## config.mk

```make
export PLATFORM = sky130hd
export DESIGN_NAME = lut_neuron_array_rt
export DESIGN_NICKNAME = d
export VERILOG_FILES = /design/src/rtl/lut_neuron_array_rt.sv
export SDC_FILE = /design/constraint.sdc
export NUM_CORES = 1
export LEC_CHECK = 0
export CORE_MARGIN = 5
export CORE_UTILIZATION = 50
export CTS_CLUSTER_DIAMETER = 150
export DETAILED_ROUTE_END_ITERATION = 12
export PLACE_DENSITY = 0.66
export SYNTH_ARGS = -nofsm -noshare
export SYNTH_HDL_FRONTEND = slang
export SYNTH_SLANG_ARGS = --single-unit
export TNS_END_PERCENT = 20
```

## constraint.sdc

```tcl
create_clock -name clk -period 3.5 [get_ports clk]
set_input_delay 0.7 -clock clk [delete_from_list [all_inputs] [get_ports clk]]
set_output_delay 0.7 -clock clk [all_outputs]
set_load 0.01 [all_outputs]
```

## src/rtl/lut_neuron_array_rt.sv

```systemverilog
// lut_neuron_array_rt
//   Runtime-programmable array of truth-table neurons with a two-stage
//   valid/ready pipeline. Each neuron looks up its FAN_IN*IN_BITS input
//   slice in its own writable table and returns an OUT_BITS result.
//
// Ports
//   clk, rst_n            clock (rising edge), asynchronous active-low reset
//   in_valid/in_ready     input handshake; in_data holds neuron n address at [n*A +: A]
//   out_valid/out_ready   output handshake; out_data holds neuron n result at [n*OUT_BITS +: OUT_BITS]
//   cfg_we/cfg_re         table write / readback strobes
//   cfg_neuron, cfg_addr  target table entry; out-of-range neurons are ignored on write
//   cfg_wdata             write data
//   cfg_rdata/cfg_rvalid  readback data, valid for one cycle after cfg_re
module lut_neuron_array_rt #(
  parameter int FAN_IN      = 3,
  parameter int IN_BITS     = 2,
  parameter int OUT_BITS    = 2,
  parameter int NUM_NEURONS = 4,
  localparam int A     = FAN_IN * IN_BITS,
  localparam int DEPTH = 2 ** A,
  localparam int NW    = (NUM_NEURONS > 1) ? $clog2(NUM_NEURONS) : 1
) (
  input  logic                            clk,
  input  logic                            rst_n,
  input  logic                            in_valid,
  output logic                            in_ready,
  input  logic [NUM_NEURONS*A-1:0]        in_data,
  output logic                            out_valid,
  input  logic                            out_ready,
  output logic [NUM_NEURONS*OUT_BITS-1:0] out_data,
  input  logic                            cfg_we,
  input  logic                            cfg_re,
  input  logic [NW-1:0]                   cfg_neuron,
  input  logic [A-1:0]                    cfg_addr,
  input  logic [OUT_BITS-1:0]             cfg_wdata,
  output logic [OUT_BITS-1:0]             cfg_rdata,
  output logic                            cfg_rvalid
);

  localparam logic [NW:0] NUM_NEURONS_W = (NW + 1)'(NUM_NEURONS);

  logic [OUT_BITS-1:0]             tbl_q [NUM_NEURONS][DEPTH];
  logic [OUT_BITS-1:0]             tbl_d [NUM_NEURONS][DEPTH];
  logic                            s1_valid_q, s1_valid_d;
  logic [NUM_NEURONS*A-1:0]        s1_data_q, s1_data_d;
  logic                            out_valid_q, out_valid_d;
  logic [NUM_NEURONS*OUT_BITS-1:0] out_data_q, out_data_d;
  logic [NUM_NEURONS*OUT_BITS-1:0] lookup;
  logic [OUT_BITS-1:0]             cfg_rdata_q, cfg_rdata_d;
  logic                            cfg_rvalid_q, cfg_rvalid_d;
  logic                            s2_adv, s1_adv, cfg_hit;

  // Guards non-power-of-two arrays, where cfg_neuron can name a missing neuron.
  assign cfg_hit = {1'b0, cfg_neuron} < NUM_NEURONS_W;

  // Pipeline control: a stage advances when the stage after it can take its data.
  // NOTE: combinational blocks use blocking assignments and give every output a
  // default first, so no path leaves a signal unassigned and no latch is inferred.
  always_comb begin
    s2_adv      = !out_valid_q || out_ready;
    s1_adv      = !s1_valid_q || s2_adv;
    s1_valid_d  = s1_adv ? in_valid : s1_valid_q;
    s1_data_d   = (s1_adv && in_valid) ? in_data : s1_data_q;
    out_valid_d = s2_adv ? s1_valid_q : out_valid_q;

    // Lookups read the registered table, so a same-cycle write is seen only
    // by lookups from the next cycle on.
    lookup = '0;
    for (int n = 0; n < NUM_NEURONS; n++) begin
      lookup[n*OUT_BITS +: OUT_BITS] = tbl_q[n][s1_data_q[n*A +: A]];
    end
    out_data_d = (s2_adv && s1_valid_q) ? lookup : out_data_q;
  end

  // Configuration port: independent of the datapath handshake.
  always_comb begin
    tbl_d = tbl_q;
    if (cfg_we && cfg_hit) begin
      tbl_d[cfg_neuron][cfg_addr] = cfg_wdata;
    end
    cfg_rvalid_d = cfg_re;
    cfg_rdata_d  = cfg_rdata_q;
    if (cfg_re) begin
      // Reads the pre-write value when a write hits the same entry.
      cfg_rdata_d = cfg_hit ? tbl_q[cfg_neuron][cfg_addr] : '0;
    end
  end

  // NOTE: the table is cleared by reset, so it is built from resettable flops
  // rather than an inferred RAM; all state updates use non-blocking assignments.
  always_ff @(posedge clk or negedge rst_n) begin
    if (!rst_n) begin
      tbl_q        <= '{default: '0};
      s1_valid_q   <= 1'b0;
      s1_data_q    <= '0;
      out_valid_q  <= 1'b0;
      out_data_q   <= '0;
      cfg_rdata_q  <= '0;
      cfg_rvalid_q <= 1'b0;
    end else begin
      tbl_q        <= tbl_d;
      s1_valid_q   <= s1_valid_d;
      s1_data_q    <= s1_data_d;
      out_valid_q  <= out_valid_d;
      out_data_q   <= out_data_d;
      cfg_rdata_q  <= cfg_rdata_d;
      cfg_rvalid_q <= cfg_rvalid_d;
    end
  end

  assign in_ready   = s1_adv;
  assign out_valid  = out_valid_q;
  assign out_data   = out_data_q;
  assign cfg_rdata  = cfg_rdata_q;
  assign cfg_rvalid = cfg_rvalid_q;

endmodule
```

* Word level (Yosys, flattened, before mapping) *
Cells that the tools add are included.

storage, ports and cells
  register bits after elaboration = 549
  output and inout bits = 13
  logic and storage cells = 307

cells by class
  order comparisons = 8
  mux-type cells = 23
  bitwise logic cells = 6
  reduce and logical (&&, ||, !) cells = 8

operators with widths
  operator            count
  $bwmux 512          1
  $mux 128            3
  $bmux 128 s2        1
  $demux 128 s2       1
  $bmux 2 s6          5
  $ge 7x7->1 const B  5
  $not 6->7           5
  $mux 2              11
  $demux 2 s6         1
  $lt 7x1->1 const B  1
  $logic_and 1x1->1   4
  $ge 3x3->1 const B  1
  $lt 3x1->1 const B  1
  $not 2->3           1
  $logic_not 1->1     2
  $logic_or 1x1->1    2

* Longest topological paths before layout *
  depth after elaboration = 8
  gate-level depth with buffers = 10
  depth with buffers taken out = 6

* Worst setup path before layout *
No wires, ideal clock.

  path type = input to register
  from = in cfg_neuron[0]
  to = reg cfg_rdata_q[1], in the netlist cfg_rdata[1]
  arrival = 2.322 ns
  required time = 3.357 ns
  setup slack = 1.035 ns
  stages = 10
  cells stage by stage = buf_6 -> buf_6 -> buf_6 -> buf_2 -> mux2i_1 -> o22ai_1 -> nor4_1 -> a21oi_1 -> o31ai_1 -> a41oi_1

between the ends
  word-level cells in the longest chain between the ends = 7

RTL lines
  element                                      RTL line  source
  start: declaration                           33        input logic [NW-1:0] cfg_neuron,
  $not 2->3 (implied by the code)              85        cfg_rdata_d = cfg_hit ? tbl_q[cfg_neuron][cfg_addr] : '0;
  $bmux 128 s2                                 85
  $mux 128 (implied by the code) (2 in a row)  85
  $bmux 2 s6                                   85
  $mux 2 (implied by the code) (2 in a row)    85
  end signal: assignment                       106       cfg_rdata_q <= cfg_rdata_d;
  end: declaration                             49        logic [OUT_BITS-1:0] cfg_rdata_q, cfg_rdata_d;

No other way between the ends. The select of a mux whose other input is x is not followed.
A chain may end at the register's enable or synchronous reset.

* Worst setup path after layout *
  from = in cfg_addr[0]
  to = reg cfg_rdata_q[1], in the netlist cfg_rdata[1]

between the ends
  word-level cells in the longest chain between the ends = 4

RTL lines
  element                                    RTL line  source
  start: declaration                         34        input logic [A-1:0] cfg_addr,
  $not 6->7 (implied by the code)            85
  $bmux 2 s6                                 85
  $mux 2 (implied by the code) (2 in a row)  85

No other way between the ends. The select of a mux whose other input is x is not followed.

==> results_dict.tcl <==
set metrics [dict create \
    status "complete, no violations" \
    synth_area_leader_cell "dfrtp_1" \
    slowest_stage "clkdlybuf4s50_1" \
    grt_pass1_wl_um 156000 \
    timing.hold.ws_ns 0.0991 \
    gp_congestion 1.00 \
    cts-root-buf "clkbuf_16" \
    grt_antenna_before_repair 2 \
    yosys_register_bits 549 \
    grtUsageTotal_pct 32.0 \
    syn_inst 2280 \
    clock.fmax_mhz 349 \
    synthDominantCellAreaShare_pct 45.7 \
    ios 53 \
    port_buffers 52 \
    min_period_ns 2.87 \
    numCtsBuffers 67 \
    cts_setup_buffers 0 \
    drv_cap 0 \
    drc 0 \
    firstDrtPassIters 5 \
    ir_drop_v 0.000418 \
    crit_chain "clkdlybuf4s50_1 > buf_12 > or4b_1 > buf_4 > o22ai_1 > nor4_1 > nand2_1 > a22oi_1 > a41oi_1" \
    setup-tns-final_ns 0 \
    p_sw_mw 4.48 \
    syn_avg_cell_area_um2 13.2 \
    synth_fp_nets 2320 \
    cts_tree "built" \
    end_kind "flip-flop" \
    power_frac_seq_pct 44.1 \
    dp_hpwl_um 76700 \
    start_util_pct 50.1 \
    hold_class "in2async" \
    setup_viol 0 \
    dieArea_um2 65200 \
    finClkSkew_ns 0.0240 \
    cts_max_level 3 \
    pwr-share-clk_pct 42.2 \
    die_y_um 255 \
    leakagePower_nw 15.4 \
    hold_buffers 0 \
    startpoint_type "input pin" \
    core_area_um2 60000 \
    overflow 0 \
    clk_pin_slew_ns 0.06 \
    power_density_nw_per_um2 474 \
    cp_max_fo 33 \
    seq_area_frac_synth_pct 45.7 \
    finalCritPeriodShare_pct 81.9 \
    slew_viol_final 0 \
    die_x_um 255 \
    critPathRequiredTime_ns 3.95 \
    syn_area_um2 30100 \
    tightest_slew_ns 1.00 \
    grt_pass1_vias 22200 \
    synth_edf_count 0 \
    ys.flop_type "dfrtp_1" \
    switching_share_pct 27.6 \
    clockBufferDepth 3 \
    vias_per_cell 6.72 \
    internal_power_mw 11.8 \
    netlist_top_cells_area "dfrtp_1 (46%), mux2_2 (20%), mux4_2 (14%)" \
    area_growth_pct 13.8 \
    clk_latency_ns 0.61 \
    wl_per_cell_um 33.2 \
    synth.most_common_cell "dfrtp_1" \
    worstPathArrival_ns 3.32 \
    num_rows 90 \
    nets 2395 \
    slew_headroom_pct 33.2 \
    drive_gt1_share_pct 41.9 \
    ys_warn_count 0 \
    ant_nets 0 \
    rsz0062_at_grt "no" \
    synth_cell_type_count 48 \
    num_vias 21400 \
    hold_violations 0 \
    postRouteWirelength_um 106000 \
    post_cts_resize_count 0 \
    critPathKind "in2reg" \
    synth_commonest_cells "dfrtp_1 (549), mux2_2 (529), mux2i_1 (217)" \
    async_flop_share_pct 100 \
    cts_num_sinks 549 \
    cp_slowest_stage_delay_ns 0.50 \
    pwr-share-comb_pct 13.7 \
    drtIter0Drc 2171 \
    grt_max_degree 106 \
]
==> layout by cell type (no fill, tap or decap), types with 11 or more instances in the layout <==
master / instances
nand2_1: 180
nand3_1: 13
mux2_2: 529
nor3_1: 13
o22ai_1: 100
mux4_2: 188
nor4_1: 25
clkbuf_1: 11
clkbuf_16: 69
clkdlybuf4s50_1: 47
mux2i_1: 217
buf_12: 24
dfrtp_1: 543
clkinv_2: 14
nor2_1: 157
a22oi_1: 12
a21oi_1: 13
buf_4: 129
==> kinds of logic after synthesis <==
kind of cell / after synthesis / share of synthesized area, %
AOI/OAI and AO/OA: 144 / 3.06
buffers and inverters: 201 / 3.28
DFF: 549 / 45.7
muxes: 941 / 41.4
and+or+nand+nor: 445 / 6.64
==> stage by stage <==
stage	instance area, um2	util, %	std cells	worst slack [ns]	total power [mW]
2_1_floorplan	30100	-	2280	1.03	8.41
3_3_place_gp	32100	53.4	3068	0.0612	9.41
3_5_place_dp	32100	53.4	3068	0.127	9.45
4_1_cts	34200	57.0	3185	0.757	16.3
5_1_grt	34200	57.0	3186	0.720	16.7
6_report	34200	57.0	3187	0.635	16.2
==> metal layers <==
| metal | share of wire [%] | wire [um] | vias to the layer above | global-route usage [%] |
|---|---|---|---|---|
| met5 | 0.012 | 13 | - | 0 |
| met4 | 5.2 | 5470 | 2 | 13.5 |
| met3 | 9.5 | 10000 | 276 | 8.71 |
| met2 | 45 | 47700 | 1125 | 48.8 |
| met1 | 40 | 42600 | 11300 | 43.8 |
| li1 | - | - | 8716 | - |
==> critical path, delay by kind of cell <==
family | cells | cell delay, ns
and+or+nand+nor | 3 | 1.08
buffers and inverters | 3 | 0.94
AOI/OAI and AO/OA | 3 | 0.57
==> path summary, 6_finish.rpt <==
kind | start | end | slack (ns) | depth (start not counted)
worst max-delay path | cfg_addr[0] | cfg_rdata[1]$_DFFE_PN0P_ | 0.63 | 9
worst min-delay path | rst_n | tbl_q[35]$_DFFE_PN0P_ | 0.1 | 1
worst max register to register | s1_data_q[19]$_DFFE_PN0P_ | out_data[6]$_DFFE_PN0P_ | 0.82 | 7
worst min register to register | out_data[1]$_DFFE_PN0P_ | out_data[1]$_DFFE_PN0P_ | 0.51 | 2
max in group asynchronous | rst_n | s1_data_q[0]$_DFFE_PN0P_ | 2.30 | 2
min in group clk | out_data[1]$_DFFE_PN0P_ | out_data[1]$_DFFE_PN0P_ | 0.51 | 2
==> power groups by stage <==
stage | Sequential [mW] | Clock, mW | Combinational, mW
final | 7.16 | 6.86 | 2.22
after global routing | 7.19 | 7.19 | 2.33
after CTS | 7.14 | 6.95 | 2.21
after detailed placement | 7.25 | 0 | 2.20
after global placement | 7.23 | 0 | 2.18
after floorplan | 6.96 | 0 | 1.44
==> registers in the layout, summed over array words and instances, names as in the netlist <==
name and count:
tbl_q 512, cfg_rvalid 1, out_data 8, s1_data_q 24, s1_valid_q 1, out_valid 1, cfg_rdata 2
==> final cells by class <==
| class | count | area [um2] |
|---|---|---|
| antenna | 2 | 5.00 |
| clock buffer | 89 | 1890 |
| clock inverter | 28 | 250 |
| fill | 4799 | 25800 |
| inverter | 2 | 7.51 |
| multi-input combinational | 1530 | 15400 |
| sequential | 549 | 13700 |
| tap | 782 | 978 |
| timing repair buffer | 205 | 1980 |
Power figures use the tool's default switching activity.
